File: src/rtl/dmem_arbiter_pkg.sv
// Shared definitions for the data-memory arbiter.
//   DMEM_ADDR_W / DMEM_DATA_W / DMEM_MAX_WAIT : default geometry and debug starvation limit
//   owner_e : tag recording which port owns the read return due next cycle
package dmem_arbiter_pkg;

  localparam int DMEM_ADDR_W   = 8;
  localparam int DMEM_DATA_W   = 16;
  localparam int DMEM_MAX_WAIT = 4;

  typedef enum logic [1:0] {
    OWN_NONE = 2'd0,
    OWN_CPU  = 2'd1,
    OWN_DBG  = 2'd2
  } owner_e;

endpackage

File: src/rtl/dmem_arbiter_if.sv
// Bundle of the CPU data port, the debug read port and the memory port.
//   slave  : arbiter view (takes requests and mem_rdata, drives grants/returns/memory)
//   master : environment view (CPU, debug monitor and RAM together)
//
// Handshake semantics:
//   cpu_req is a request held by the CPU; it is accepted in any cycle where
//   cpu_req && !cpu_stall. dbg_req is held with a stable dbg_addr until the cycle
//   in which dbg_gnt is high; that cycle is the acceptance. A read accepted in
//   cycle N returns in cycle N+1 with a single-cycle cpu_rvalid/dbg_rvalid pulse.
interface dmem_arbiter_if #(
  parameter int ADDR_W = 8,
  parameter int DATA_W = 16
);
  logic              cpu_req;
  logic              cpu_we;
  logic [ADDR_W-1:0] cpu_addr;
  logic [DATA_W-1:0] cpu_wdata;
  logic              cpu_stall;
  logic [DATA_W-1:0] cpu_rdata;
  logic              cpu_rvalid;

  logic              dbg_req;
  logic [ADDR_W-1:0] dbg_addr;
  logic              dbg_gnt;
  logic [DATA_W-1:0] dbg_rdata;
  logic              dbg_rvalid;

  logic              mem_en;
  logic              mem_we;
  logic [ADDR_W-1:0] mem_addr;
  logic [DATA_W-1:0] mem_wdata;
  logic [DATA_W-1:0] mem_rdata;

  modport slave (
    input  cpu_req, cpu_we, cpu_addr, cpu_wdata, dbg_req, dbg_addr, mem_rdata,
    output cpu_stall, cpu_rdata, cpu_rvalid, dbg_gnt, dbg_rdata, dbg_rvalid,
           mem_en, mem_we, mem_addr, mem_wdata
  );

  modport master (
    output cpu_req, cpu_we, cpu_addr, cpu_wdata, dbg_req, dbg_addr, mem_rdata,
    input  cpu_stall, cpu_rdata, cpu_rvalid, dbg_gnt, dbg_rdata, dbg_rvalid,
           mem_en, mem_we, mem_addr, mem_wdata
  );

endinterface

File: src/rtl/dmem_arbiter.sv
// Shares one single-port synchronous data RAM between the CPU data port and the
// debug/display read port. The CPU has priority, but a debug request refused
// MAX_WAIT cycles in a row is forced through and the CPU is stalled for that cycle.
// Ports:
//   clock : rising-edge system clock
//   reset : asynchronous active-low reset
//   bus   : dmem_arbiter_if.slave (CPU port, debug port, memory port)
module dmem_arbiter
  import dmem_arbiter_pkg::*;
#(
  parameter int ADDR_W   = DMEM_ADDR_W,
  parameter int DATA_W   = DMEM_DATA_W,
  parameter int MAX_WAIT = DMEM_MAX_WAIT
) (
  input logic            clock,
  input logic            reset,
  dmem_arbiter_if.slave  bus
);

  localparam int               CNT_W    = $clog2(MAX_WAIT + 1);
  localparam logic [CNT_W-1:0] WAIT_TOP = CNT_W'(MAX_WAIT);

  logic [CNT_W-1:0]  wait_cnt;
  owner_e            owner;
  logic [DATA_W-1:0] dbg_hold;

  logic force_dbg;
  logic cpu_win;
  logic dbg_win;

  // Grants are qualified with reset so that nothing is granted (and the CPU is
  // not stalled) while reset is held, even with requests pending.
  always_comb begin
    force_dbg = reset && bus.dbg_req && (wait_cnt == WAIT_TOP);
    cpu_win   = reset && bus.cpu_req && !force_dbg;
    dbg_win   = reset && bus.dbg_req && (!bus.cpu_req || force_dbg);
  end

  assign bus.mem_en    = cpu_win || dbg_win;
  assign bus.mem_we    = cpu_win && bus.cpu_we;
  assign bus.mem_addr  = cpu_win ? bus.cpu_addr : (dbg_win ? bus.dbg_addr : '0);
  assign bus.mem_wdata = cpu_win ? bus.cpu_wdata : '0;

  assign bus.cpu_stall = reset && bus.cpu_req && !cpu_win;
  assign bus.dbg_gnt   = dbg_win;

  // Returns are steered by the tag captured at grant time. The debug result is
  // shown straight from the RAM in the return cycle and held in dbg_hold after.
  assign bus.cpu_rvalid = (owner == OWN_CPU);
  assign bus.cpu_rdata  = (owner == OWN_CPU) ? bus.mem_rdata : '0;
  assign bus.dbg_rvalid = (owner == OWN_DBG);
  assign bus.dbg_rdata  = (owner == OWN_DBG) ? bus.mem_rdata : dbg_hold;

  always_ff @(posedge clock or negedge reset) begin
    if (!reset) begin
      wait_cnt <= '0;
      owner    <= OWN_NONE;
      dbg_hold <= '0;
    end else begin
      if (owner == OWN_DBG) begin
        dbg_hold <= bus.mem_rdata;
      end

      // CPU writes produce no return, so they leave the tag at NONE.
      if (cpu_win && !bus.cpu_we) begin
        owner <= OWN_CPU;
      end else if (dbg_win) begin
        owner <= OWN_DBG;
      end else begin
        owner <= OWN_NONE;
      end

      if (!bus.dbg_req || dbg_win) begin
        wait_cnt <= '0;
      end else if (wait_cnt != WAIT_TOP) begin
        wait_cnt <= wait_cnt + 1'b1;
      end
    end
  end

endmodule

File: src/flat_wrapper.sv
// flat-port wrapper written by rule: the top's interface ports become plain ports
module dmem_arbiter_flat import dmem_arbiter_pkg::*;
#(
  parameter int ADDR_W   = DMEM_ADDR_W,
  parameter int DATA_W   = DMEM_DATA_W,
  parameter int MAX_WAIT = DMEM_MAX_WAIT
)
  (clock, reset, bus_cpu_req, bus_cpu_we, bus_cpu_addr, bus_cpu_wdata, bus_dbg_req, bus_dbg_addr, bus_mem_rdata, bus_cpu_stall, bus_cpu_rdata, bus_cpu_rvalid, bus_dbg_gnt, bus_dbg_rdata, bus_dbg_rvalid, bus_mem_en, bus_mem_we, bus_mem_addr, bus_mem_wdata);
  dmem_arbiter_if #(.ADDR_W(ADDR_W), .DATA_W(DATA_W)) bus_i ();
  input logic clock;
  input logic reset;
  input wire logic [$bits(bus_i.cpu_req)-1:0] bus_cpu_req;
  input wire logic [$bits(bus_i.cpu_we)-1:0] bus_cpu_we;
  input wire logic [$bits(bus_i.cpu_addr)-1:0] bus_cpu_addr;
  input wire logic [$bits(bus_i.cpu_wdata)-1:0] bus_cpu_wdata;
  input wire logic [$bits(bus_i.dbg_req)-1:0] bus_dbg_req;
  input wire logic [$bits(bus_i.dbg_addr)-1:0] bus_dbg_addr;
  input wire logic [$bits(bus_i.mem_rdata)-1:0] bus_mem_rdata;
  output wire logic [$bits(bus_i.cpu_stall)-1:0] bus_cpu_stall;
  output wire logic [$bits(bus_i.cpu_rdata)-1:0] bus_cpu_rdata;
  output wire logic [$bits(bus_i.cpu_rvalid)-1:0] bus_cpu_rvalid;
  output wire logic [$bits(bus_i.dbg_gnt)-1:0] bus_dbg_gnt;
  output wire logic [$bits(bus_i.dbg_rdata)-1:0] bus_dbg_rdata;
  output wire logic [$bits(bus_i.dbg_rvalid)-1:0] bus_dbg_rvalid;
  output wire logic [$bits(bus_i.mem_en)-1:0] bus_mem_en;
  output wire logic [$bits(bus_i.mem_we)-1:0] bus_mem_we;
  output wire logic [$bits(bus_i.mem_addr)-1:0] bus_mem_addr;
  output wire logic [$bits(bus_i.mem_wdata)-1:0] bus_mem_wdata;
  assign bus_i.cpu_req = bus_cpu_req;
  assign bus_i.cpu_we = bus_cpu_we;
  assign bus_i.cpu_addr = bus_cpu_addr;
  assign bus_i.cpu_wdata = bus_cpu_wdata;
  assign bus_i.dbg_req = bus_dbg_req;
  assign bus_i.dbg_addr = bus_dbg_addr;
  assign bus_i.mem_rdata = bus_mem_rdata;
  assign bus_cpu_stall = bus_i.cpu_stall;
  assign bus_cpu_rdata = bus_i.cpu_rdata;
  assign bus_cpu_rvalid = bus_i.cpu_rvalid;
  assign bus_dbg_gnt = bus_i.dbg_gnt;
  assign bus_dbg_rdata = bus_i.dbg_rdata;
  assign bus_dbg_rvalid = bus_i.dbg_rvalid;
  assign bus_mem_en = bus_i.mem_en;
  assign bus_mem_we = bus_i.mem_we;
  assign bus_mem_addr = bus_i.mem_addr;
  assign bus_mem_wdata = bus_i.mem_wdata;
  dmem_arbiter #(.ADDR_W(ADDR_W), .DATA_W(DATA_W), .MAX_WAIT(MAX_WAIT)) u_core (.clock(clock), .reset(reset), .bus(bus_i));
endmodule
File: config.mk
export PLATFORM = sky130hd
export DESIGN_NAME = dmem_arbiter_flat
export DESIGN_NICKNAME = d
export VERILOG_FILES = /design/src/rtl/dmem_arbiter_pkg.sv /design/src/rtl/dmem_arbiter_if.sv /design/src/rtl/dmem_arbiter.sv /design/src/flat_wrapper.sv
export SDC_FILE = /design/constraint.sdc
export NUM_CORES = 1
export LEC_CHECK = 0
export CAP_MARGIN = 30
export CORE_AREA = 4 4 67 69
export DETAILED_ROUTE_END_ITERATION = 12
export DIE_AREA = 0 0 71 73
export GPL_ROUTABILITY_DRIVEN = 0
export PLACE_DENSITY = 0.85
export REMOVE_ABC_BUFFERS = 1
export SETUP_SLACK_MARGIN = 0.5
export SYNTH_ARGS = -nofsm -noshare
export SYNTH_HDL_FRONTEND = slang
export SYNTH_SLANG_ARGS = --single-unit
File: constraint.sdc
create_clock -name clock -period 2 [get_ports clock]
set_input_delay 0.3 -clock clock [delete_from_list [all_inputs] [get_ports clock]]
set_output_delay 0.3 -clock clock [all_outputs]
set_load 0.01 [all_outputs]
==> impl_metrics.json <==
{
  "status": "completed",
  "final.setup_skew_ns": 0.00541,
  "final_common_cell": "buf_6",
  "drc": 0,
  "setup_viol": 0,
  "slowest_stage": "dfrtp_1",
  "area_delta_synth_final_pct": 146,
  "seqCellArea_um2": 526,
  "synthCells": 113,
  "crit_path_start_kind": "register",
  "finalMaxSlewViolations": 0,
  "ys_seq_elements": 21,
  "grt_pass1_wl_mm": 7.27,
  "antenna_found_initial": 0,
  "cellLeakagePower_nw": 1.51,
  "hold_path.class": "input pin to asynchronous set/reset pin",
  "drt_wl_total_mm": 5.29,
  "mostFrequentLayoutCells": "buf_6 (64), clkdlybuf4s50_1 (49), and2_4 (24)",
  "ir_drop_mv": 0.262,
  "first_pass_iters": 4,
  "end_kind": "output pin",
  "fin_nets": 323,
  "fmax_mhz": 526,
  "die_area_mm2": 0.00518,
  "path_cells": "inv_2, ha_4, a31oi_4, buf_6, buf_16, a22o_1, buf_2",
  "grt_overflow_total": 0,
  "fin_ws_ns": 0.100,
  "cp.arrival_ns": 1.60,
  "die_h_um": 73,
  "syn_area_mm2": 0.00124,
  "fill_cells": 247,
  "die_w_um": 71,
  "yosysWarnings": 0,
  "netlist_top_cells_area": "dfrtp_1 (42%), and2_1 (17%), mux2_2 (15%)",
  "clkSinkCount": 21,
  "post-place-ws_ns": -0.296,
  "vias_per_cell": 4.65,
  "ys_types": 24,
  "io_buffers": 114,
  "path_max_fanout": 13,
  "antenna_left": 0,
  "yosysTopAreaCell": "dfrtp_1",
  "track_usage_pct": 17.8,
  "cts_buffers": 3,
  "antenna-diode-count": 0,
  "slowest_delay_ns": 0.40,
  "start_util_pct": 31.7,
  "criticalPathCategory": "register to output pin",
  "seq_area_frac_synth_pct": 42.4,
  "grt_start_max_net_pins": 17,
  "grt_pass1_vias": 1529,
  "period_needed_ns": 1.90,
  "crit_buf_inv": 4,
  "finalHoldViolCount": 0,
  "cts_buffer_depth": 2,
  "ctsHtreeMaxLevel": 1,
  "avgSynthCellArea_um2": 11.0,
  "cts.reportedPaths.clkPinSlew_ns": 0.08,
  "drt_iter0_drc": 14,
  "postPlaceCellArea_mm2": 0.00251,
  "final_area_mm2": 0.00305,
  "num_rows": 23,
  "insertion_delay_ns": 0.26,
  "grt_setup_unrepaired": "yes",
  "drive_gt1_share_pct": 58.8,
  "synth_top_area_share_pct": 42.4,
  "cts_tree": "done",
  "critPathTopFamily": "buffers and inverters",
  "detailedPlacementHpwl_mm": 3.19,
  "vias": 1473,
  "slew_headroom_pct": 82.9,
  "cts-root-buf": "clkbuf_8",
  "worstPathRequired_ns": 1.70,
  "io_pins": 115,
  "max-cap-violations": 0,
  "power_density_mw_per_mm2": 518,
  "core_area_mm2": 0.00391,
  "worstMarginPinSlew_ns": 0.255,
  "wl_per_cell_um": 16.7,
  "finalCritPeriodShare_pct": 95.0,
  "multi_input_area_um2": 812
}
stage by stage:
stage               total power [W]  utilization, %  cells  hold slack [ns]  setup TNS, ns
global route                0.00166            78.0    317            0.106              0
detailed placement          0.00110            64.3    284            0.481          -7.31
CTS                         0.00145            70.7    311           0.0898              0
global placement            0.00109            64.3    284            0.476          -6.35
floorplan                  0.000723               -    107          0.00441              0
finish                      0.00158            78.0    317            0.102              0
what timing repair did:
action                     in CTS  in global routing
hold buffers                    0                  0
pin swaps                      15                  9
gates resized for setup       315                 57
gates cloned                    6                  0
buffers inserted               17                  6
setup endpoints to repair      62                 64
where the power goes:
part	internal, W	switching, W	leakage (nW)
combinational	0.000500	0.000277	1.23
sequential	0.000498	0.0000309	0.253
clock	0.000142	0.000135	0.0228
cell usage after synthesis, drive strengths merged:
cell type / number
nand3: 1
nand3b: 1
buf: 6
a21boi: 2
nand2: 4
and2: 33
a31oi: 1
dfrtp: 21
and2b: 1
o211ai: 3
or3: 2
nand2b: 1
nor2: 3
a21oi: 3
ha: 2
inv: 4
a22o: 8
nor2b: 1
mux2: 16
worst paths after layout:
kind,depth (start not counted),start,slack (ns),end
worst max-delay path,7,u_core.wait_cnt[0],0.10,bus_mem_addr[4]
worst min-delay path,2,reset,0.10,u_core.wait_cnt[0]
worst max register to register,8,u_core.wait_cnt[0],0.42,u_core.wait_cnt[0]
worst min register to register,1,u_core.dbg_hold[6],0.50,u_core.dbg_hold[6]
max in group asynchronous,2,reset,1.64,u_core.dbg_hold[8]
min in group clock,1,u_core.dbg_hold[6],0.50,u_core.dbg_hold[6]
routing by layer:
layer / GRT usage, % / vias up / part of all wire (%)
met5: 0 / - / 0
met4: 3.76 / 0 / 0.32
met3: 3.86 / 2 / 7.6
met2: 34.1 / 79 / 55
met1: 20.2 / 701 / 37
li1: - / 691 / -
final cells by class:
class,instances,share of cell area [%]
Clock buffer,4,1.48
Inverter,4,0.656
Multi-Input combinational cell,83,26.6
Sequential cell,21,17.2
Tap cell,50,2.05
Timing Repair Buffer,155,52.0
sequential cells by signal, summed over array words and instances (netlist names):
register	flops
u_core.wait_cnt	3
u_core.owner	2
u_core.dbg_hold	16
cell families after synthesis:
kind of cell | Yosys count | synth area share, %
buffers and inverters | 10 | 5.35
adder cells (fa/ha/maj) | 2 | 2.02
AO/OA/AOI/OAI | 17 | 12.5
flip-flops | 21 | 42.4
AND/OR/NAND/NOR | 47 | 23.2
multiplexers | 16 | 14.5
Note: power is estimated with default switching activity, not from simulation.
